## config.mk

```make
export PLATFORM = sky130hd
export DESIGN_NAME = matrix_loader_hps
export DESIGN_NICKNAME = d
export VERILOG_FILES = /design/src/rtl/matrix_loader_hps.sv
export SDC_FILE = /design/constraint.sdc
export NUM_CORES = 1
export LEC_CHECK = 0
export ABC_AREA = 1
export BUFFER_PORTS_ARGS = -buffer_cell sky130_fd_sc_hd__buf_4
export CAP_MARGIN = 20
export CORE_UTILIZATION = 45
export DETAILED_ROUTE_END_ITERATION = 16
export PLACE_DENSITY = 0.85
export SLEW_MARGIN = 5
export SYNTH_ARGS = -nofsm -noshare
export SYNTH_HDL_FRONTEND = slang
export SYNTH_SLANG_ARGS = --single-unit
```

## constraint.sdc

```tcl
create_clock -name clk -period 2.04 [get_ports clk]
set_clock_uncertainty 0.2 [all_clocks]
set_input_delay 0.408 -clock clk [delete_from_list [all_inputs] [get_ports clk]]
set_output_delay 0.408 -clock clk [all_outputs]
set_load 0.05 [all_outputs]
```

## src/rtl/matrix_loader_hps.sv

```systemverilog
// matrix_loader_hps: collects two square byte matrices (2x2..5x5) from a
// stream of 32-bit HPS words and presents them, packed, to a downstream stage.
module matrix_loader_hps #(
  parameter int DATA_W = 32
) (
  input  logic               clk,
  input  logic               reset,
  input  logic               start,
  input  logic [1:0]         size,
  input  logic [DATA_W-1:0]  in_data,
  input  logic               in_valid,
  output logic               in_ready,
  output logic [199:0]       matrix1_out,
  output logic [199:0]       matrix2_out,
  output logic [1:0]         size_out,
  output logic               matrix_valid,
  input  logic               consume,
  output logic               busy
);

  typedef enum logic [1:0] {
    IDLE    = 2'b00,
    LOAD_M1 = 2'b01,
    LOAD_M2 = 2'b10,
    DONE    = 2'b11
  } state_t;

  state_t         state_r, state_next_s;
  logic [2:0]     count_r, count_next_s;
  logic [1:0]     size_next_s;
  logic [199:0]   m1_next_s, m2_next_s;
  logic [4:0]     n_elem_s;
  logic [2:0]     last_word_s;

  // Write the four bytes of word k into elements 4k..4k+3, dropping any with index >= n.
  function automatic logic [199:0] merge_word(input logic [199:0] mat,
                                              input logic [31:0]  word,
                                              input logic [2:0]   k,
                                              input logic [4:0]   n);
    logic [199:0] res;
    logic [4:0]   ei;
    res = mat;
    for (int e = 0; e < 25; e++) begin
      ei = 5'(e);
      if ((ei[4:2] == k) && (ei < n)) begin
        res[199-8*e -: 8] = word[31-8*(e%4) -: 8];
      end
    end
    return res;
  endfunction

  // Element count and final word index for the latched size code.
  always_comb begin
    n_elem_s    = 5'd4;
    last_word_s = 3'd0;
    case (size_out)
      2'b00:   begin n_elem_s = 5'd4;  last_word_s = 3'd0; end
      2'b01:   begin n_elem_s = 5'd9;  last_word_s = 3'd2; end
      2'b10:   begin n_elem_s = 5'd16; last_word_s = 3'd3; end
      2'b11:   begin n_elem_s = 5'd25; last_word_s = 3'd6; end
      default: begin n_elem_s = 5'd4;  last_word_s = 3'd0; end
    endcase
  end

  // Next-state, word counter and matrix update logic.
  always_comb begin
    state_next_s = state_r;
    count_next_s = count_r;
    size_next_s  = size_out;
    m1_next_s    = matrix1_out;
    m2_next_s    = matrix2_out;
    case (state_r)
      IDLE: begin
        if (start) begin
          state_next_s = LOAD_M1;
          size_next_s  = size;
          m1_next_s    = 200'd0;
          m2_next_s    = 200'd0;
          count_next_s = 3'd0;
        end else begin
          state_next_s = IDLE;
        end
      end
      LOAD_M1: begin
        if (in_valid) begin
          m1_next_s = merge_word(matrix1_out, in_data, count_r, n_elem_s);
          if (count_r == last_word_s) begin
            count_next_s = 3'd0;
            state_next_s = LOAD_M2;
          end else begin
            count_next_s = count_r + 3'd1;
          end
        end else begin
          count_next_s = count_r;
        end
      end
      LOAD_M2: begin
        if (in_valid) begin
          m2_next_s = merge_word(matrix2_out, in_data, count_r, n_elem_s);
          if (count_r == last_word_s) begin
            count_next_s = 3'd0;
            state_next_s = DONE;
          end else begin
            count_next_s = count_r + 3'd1;
          end
        end else begin
          count_next_s = count_r;
        end
      end
      DONE: begin
        if (consume) begin
          state_next_s = IDLE;
        end else begin
          state_next_s = DONE;
        end
      end
      default: begin
        state_next_s = IDLE;
      end
    endcase
  end

  // State, datapath and registered status flags; reset wins over everything.
  always_ff @(posedge clk) begin
    if (reset) begin
      state_r      <= IDLE;
      count_r      <= 3'd0;
      size_out     <= 2'b00;
      matrix1_out  <= 200'd0;
      matrix2_out  <= 200'd0;
      in_ready     <= 1'b0;
      matrix_valid <= 1'b0;
      busy         <= 1'b0;
    end else begin
      state_r      <= state_next_s;
      count_r      <= count_next_s;
      size_out     <= size_next_s;
      matrix1_out  <= m1_next_s;
      matrix2_out  <= m2_next_s;
      in_ready     <= (state_next_s == LOAD_M1) || (state_next_s == LOAD_M2);
      matrix_valid <= (state_next_s == DONE);
      busy         <= (state_next_s != IDLE);
    end
  end

endmodule

```

== Yosys cells after proc, flatten, opt, wreduce, memory -nomap -nowiden ==
Cells that the tools add are included.
Storage, ports and cells
  output and inout bits: 405
  input bits: 39
  bits in registers: 410
  word-level logic and storage cells: 280
Cells by class
  muxes and demuxes: 42
  reductions and logical operators: 86
  $lt $le $gt $ge: 25
  equal/unequal tests: 70
  add/subtract/negate cells: 1
Operators by type and width (count)
  200-bit case mux with 2 select lines: 2
  200-bit two-way mux: 2
  8-bit two-way mux: 25
  4-bit AND reduction: 50
  2-bit inequality test, second input constant: 53
  5-bit less-than comparator, first input constant: 9
  4-bit by 5-bit less-than comparator with 1-bit output, first input constant: 8
  1-bit logical AND: 25
  3-bit by 5-bit less-than comparator with 1-bit output, first input constant: 4
  5-bit case mux with 4 select lines: 1
  2-bit equality test, second input constant: 6
  3-bit case mux with 4 select lines: 1
  1-bit by 5-bit less-than comparator with 1-bit output, first input constant: 2
  2-bit by 5-bit less-than comparator with 1-bit output, first input constant: 2
  2-bit two-way mux: 5
  3-bit equality test, first input constant: 3
  3-bit two-way mux: 3
  2-bit case mux with 4 select lines: 1
  2-bit nonzero test: 4
  2-bit by 1-bit equality test with 1-bit output, second input constant: 3
  2-bit by 3-bit equality test with 1-bit output, first input constant: 2
  3-bit case mux with 2 select lines: 1
  2-bit zero test: 2
  3-bit by 1-bit adder with 3-bit output, second input constant: 1
  other kinds (9): 9

== Logic depth before layout (Yosys ltp) ==
  word-level depth: 8
  gate-level depth with buffers: 14
  depth with buffers taken out: 13

== Worst setup path before layout ==
No wires, ideal clock.
  kind: register -> register
  start: register size_out[1]
  end: register in_ready
  library setup time: 128 ps
  data arrival time: 1896 ps
  period minus slack after synthesis: 2223 ps
  cell stages (with the launch flop): 14
  required time: 1712 ps
  buffers on the path: 1
  path slack: -183 ps
  cell sequence: dfxtp_1 buf_2 inv_1 nand2_1 nand2_1 nand2_1 nand4_1 a21oi_1 nand2_1 nand2_1 inv_1 ha_1 inv_1 nor2_1
Between the ends
  longest elaborated chain between the ends: 8
  elaborated cells between the ends (all ways): 14
  those cells by class: 6 x eq/ne; 6 x mux; 2 x reduce/logical
Ends and longest elaborated chain
  from (decl): line 15  | output logic [1:0] size_out,
  from (signal assigned): line 137  | size_out <= size_next_s;
  2-bit equality test, or another cell as far along: line 56  | case (size_out)
  3-bit case mux with 4 select lines *: line 56
  3-bit equality test *: line 87, 100
  2-bit two-way mux, on equally long branches: line 100, 87
  2-bit two-way mux, on equally long branches: line 98, 85
  2-bit case mux with 4 select lines *: line 72  | case (state_r)
  via state_next_s[0]: line 28  | state_t state_r, state_next_s;
  2-bit by 1-bit equality test with 1-bit output / 2-bit equality test (equally long branches): line 140  | in_ready <= (state_next_s == LOAD_M1) || (state_next_s == LOAD_M2);
  1-bit logical OR *: line 140
  to (signal assigned): line 140
  to (decl): line 12  | output logic in_ready,
The timed path passes the listed nets; every way through them passes the cells marked *.
A chain may end at the register's enable or synchronous reset.

== Worst setup path in the final report ==
  start: register state_r[1]
  end: register matrix2_out[94]
Between the ends
  longest elaborated chain between the ends: 3
  elaborated cells between the ends (all ways): 8
  those cells by class: 4 x eq/ne; 1 x mux; 3 x reduce/logical
Ends and longest elaborated chain
  from (decl): line 28
  from (signal assigned): line 135  | state_r <= state_next_s;
  2-bit equality test / 2-bit zero test (equally long branches): line 72
  2-bit inequality test (no line) / 2-bit nonzero test (equally long branches)
  4-bit AND reduction (no line)
  to (signal assigned): line 139  | matrix2_out <= m2_next_s;
  to (decl): line 14  | output logic [199:0] matrix2_out,
Several ways; a longest one is shown, not always the timed one.

==> qor.txt <==
Outcome -> complete, but fails checks
Failing checks -> setup timing
Reg2reg start -> state_r[1]$_SDFF_PP0_
Storage element area -> 8220 um2
Commonest cells in the netlist -> dfxtp_1, a21oi_1, o21ai_0
Initial antenna violation count -> 0
Seq/Total Area, Yosys -> 0.594
Highest routed layer -> met4
Mapped Cells -> 1,518
Ports -> 444
Ranking of synthesized cells by area -> dfxtp_1, a21oi_1, o21ai_0
Die area -> 31,400 um2
Die height -> 177 um
Worst slew margin -> 0.640
Ys flop type -> dfxtp_1
Multi-input gate area -> 5470 um2
Post-synth top area cell -> dfxtp_1
CP delay by family, top -> compound AO/OA/AOI/OAI gates
Largest family of logic cells by synthesized area -> compound AO/OA/AOI/OAI gates
Leakage -> 9.06 nW
Compound-Gate Fraction of Synth Area -> 0.302
Ys async rst share -> 0
Worst hold path class -> input port to register
Starting Density -> 0.461
Final WL -> 61,400 um
Multiplexer share of the synthesized area -> 0
Clk sink count -> 410
IO buf count -> 443
Crit Path Class -> register to register
Pre-antenna DRT Iters -> 5
Power per cell area -> 1050 nW/um2
Fill count -> 2,011
Area growth from synthesis to layout -> 54.4%
Crit end category -> register
CTS max path bufs -> 3
Grt ovf -> 0
Worst path slowest cell -> dfxtp_4
Cell Area, Synth -> 13,800 um2
Critical path peak fanout -> 8
Dpl hpwl -> 33,900 um
RSZ-0062 raised after global routing -> true
Number of DRC markers in iteration 0 -> 1,625
Antenna cells -> 0
Synth Register Bits -> 410
CTS root buf -> clkbuf_16
Clock input transition at the sequential cells of the worst setup and hold paths -> 0.06 ns
Simple-gate area share of the yosys netlist -> 0.0484
Detail Route met2 WL -> 28,300 um
Final Hold Vio Count -> 0
Mean Syn Cell Area -> 9.10 um2
CP Launch Type -> register
Share of layout cells above drive strength 1 -> 0.385
Routed vias -> 14,975
Min Tclk post-route -> 2.16 ns
DR vias/cell -> 6.08
# Max-Cap Violations -> 0
Worst setup margin -> -0.123 ns
Insertion delay to the later sink of the worst-skew pair -> 0.54 ns
Final setup TNS -> -7.32 ns
Largest net degree at the start of global routing -> 71
Critical path, cell by cell -> buf_6, ha_4, inv_6, o21ai_4, o21ai_4, a21oi_4, buf_12, buf_12, clkbuf_16, nor2_1, a211oi_1
Final ANT Viol Nets -> 0
Vias in the first global route -> 13,586
Core area -> 30,000 um2
DP Cell Count -> 2,315
DRT met1 WL -> 22,100 um
Required time of the critical path -> 2.28 ns
CP max stage delay -> 0.37 ns
H-tree Lvls -> 2
DRC viols -> 0
Synth Area in XOR/XNOR -> 0
Slew Viols, Final -> 0
Netlist cell types -> 26
Finished Layout Cells -> 2,465
Final nets -> 2,095
Most common cell in the synthesized netlist -> dfxtp_1
DR WL met3 -> 7130 um
DIE WIDTH -> 177 um
CP Buf/Inv Count -> 5
Max VDD drop -> 739 uV
Max Clk Rate -> 462 MHz
EDFF count, synth -> 0
Cell Rows -> 63
GPL Wtd Cong -> 0.868
Critical path origin -> state_r[1]$_SDFF_PP0_
Hold WS -> 0.0835 ns
Syn Nets -> 1,568
Syn. warnings -> 0
HP Start -> in_data[16]
GRT Total Usage -> 0.334
Synth top area share -> 0.594
Worst Path Arrival -> 2.40 ns
Tightest Pin Transition -> 0.539 ns
Count of final setup violators -> 176
CTS Buf Count -> 41
Area share of fa/ha/maj cells after synthesis -> 0.00996
CTS tree -> yes
Period utilisation layout -> 1.06
Global-route wire length before repair -> 80,300 um
DR WL/cell -> 24.9 um
per-stage QoR:
step | worst slack [ns] | util | instance area, um2 | total power, mW
after floorplan | -0.00570 | - | 13800 | 12.5
after global placement | -0.0141 | 0.605 | 18100 | 14.1
after detailed placement | -0.0978 | 0.605 | 18100 | 14.2
after CTS | -0.00895 | 0.672 | 20100 | 21.9
after global routing | -0.149 | 0.712 | 21300 | 23.1
final | -0.123 | 0.712 | 21300 | 22.5
final timing paths:
| check | depth (start not counted) | endpoint | slack [ns] |
|---|---|---|---|
| max | 11 | matrix2_out[94]$_SDFFE_PP0P_ | -0.12 |
| min | 4 | matrix1_out[88]$_SDFFE_PP0P_ | 0.08 |
| max reg2reg | 11 | matrix2_out[94]$_SDFFE_PP0P_ | -0.12 |
| min reg2reg | 1 | matrix2_out[180]$_SDFFE_PP0P_ | 0.27 |
cells by family after synthesis:
family,Yosys count
AO/OA/AOI/OAI,778
adder cells (fa/ha/maj),11
buffers and inverters,149
flip-flops,410
AND/OR/NAND/NOR,170
repair_timing:
item | 4_1_cts | 5_1_grt
resized for setup | 43 | 176
hold buffers | 5 | 0
cloned | 11 | 26
setup buffers | 15 | 26
pin swaps | 7 | 22
setup endpoints to repair | 382 | 376
hold endpoints to repair | 5 | 0
area by class of cell:
cell class                      count  area share
Sequential cell                   410       0.385
Timing Repair Buffer              613       0.268
Multi-Input combinational cell    959       0.256
Clock buffer                       58      0.0562
Tap cell                          390      0.0229
Clock inverter                     15     0.00628
Inverter                           20     0.00457
sequential cells by signal (all words and copies together) (netlist names):
name,flops
matrix_valid,1
state_r,2
in_ready,1
matrix1_out,200
matrix2_out,200
busy,1
count_r,3
size_out,2
metal layers:
layer,GRT usage,vias to the layer above
met4,0.194,0
met2,0.534,1203
met3,0.0831,265
met1,0.406,7087
li1,-,6420
met5,0,-
worst reg2reg max path, cell delays in order, from the launching register on:
cell and delay [ns]:
dfxtp_4 0.37, buf_6 0.11, ha_4 0.17, inv_6 0.05, o21ai_4 0.16, o21ai_4 0.14, a21oi_4 0.17, buf_12 0.15
buf_12 0.12, clkbuf_16 0.16, nor2_1 0.06, a211oi_1 0.21
placed cells by master, fill, tap and decap left out, drive strengths merged:
cell         netlist  routed
clkbuf            79      79
dlygate4sd3        0       5
clkinv             1       9
inv               19      25
a21oi            370     370
nand4              1       1
nand3              7       7
dfxtp            410     410
a211oi            52      52
o21a              11      11
o21ai            345     345
bufinv             0       1
nor2              72      72
ha                11      11
buf               50     587
nand2             90      90
power breakdown:
group | switching [mW] | total [mW] | leakage [nW] | internal (mW)
clock | 3.26 | 7.53 | 0.669 | 4.27
sequential | 0.398 | 9.06 | 3.38 | 8.66
combinational | 4.06 | 5.92 | 5.01 | 1.86
total | 7.72 | 22.5 | 9.06 | 14.8
(Power assumes the default switching activity.)
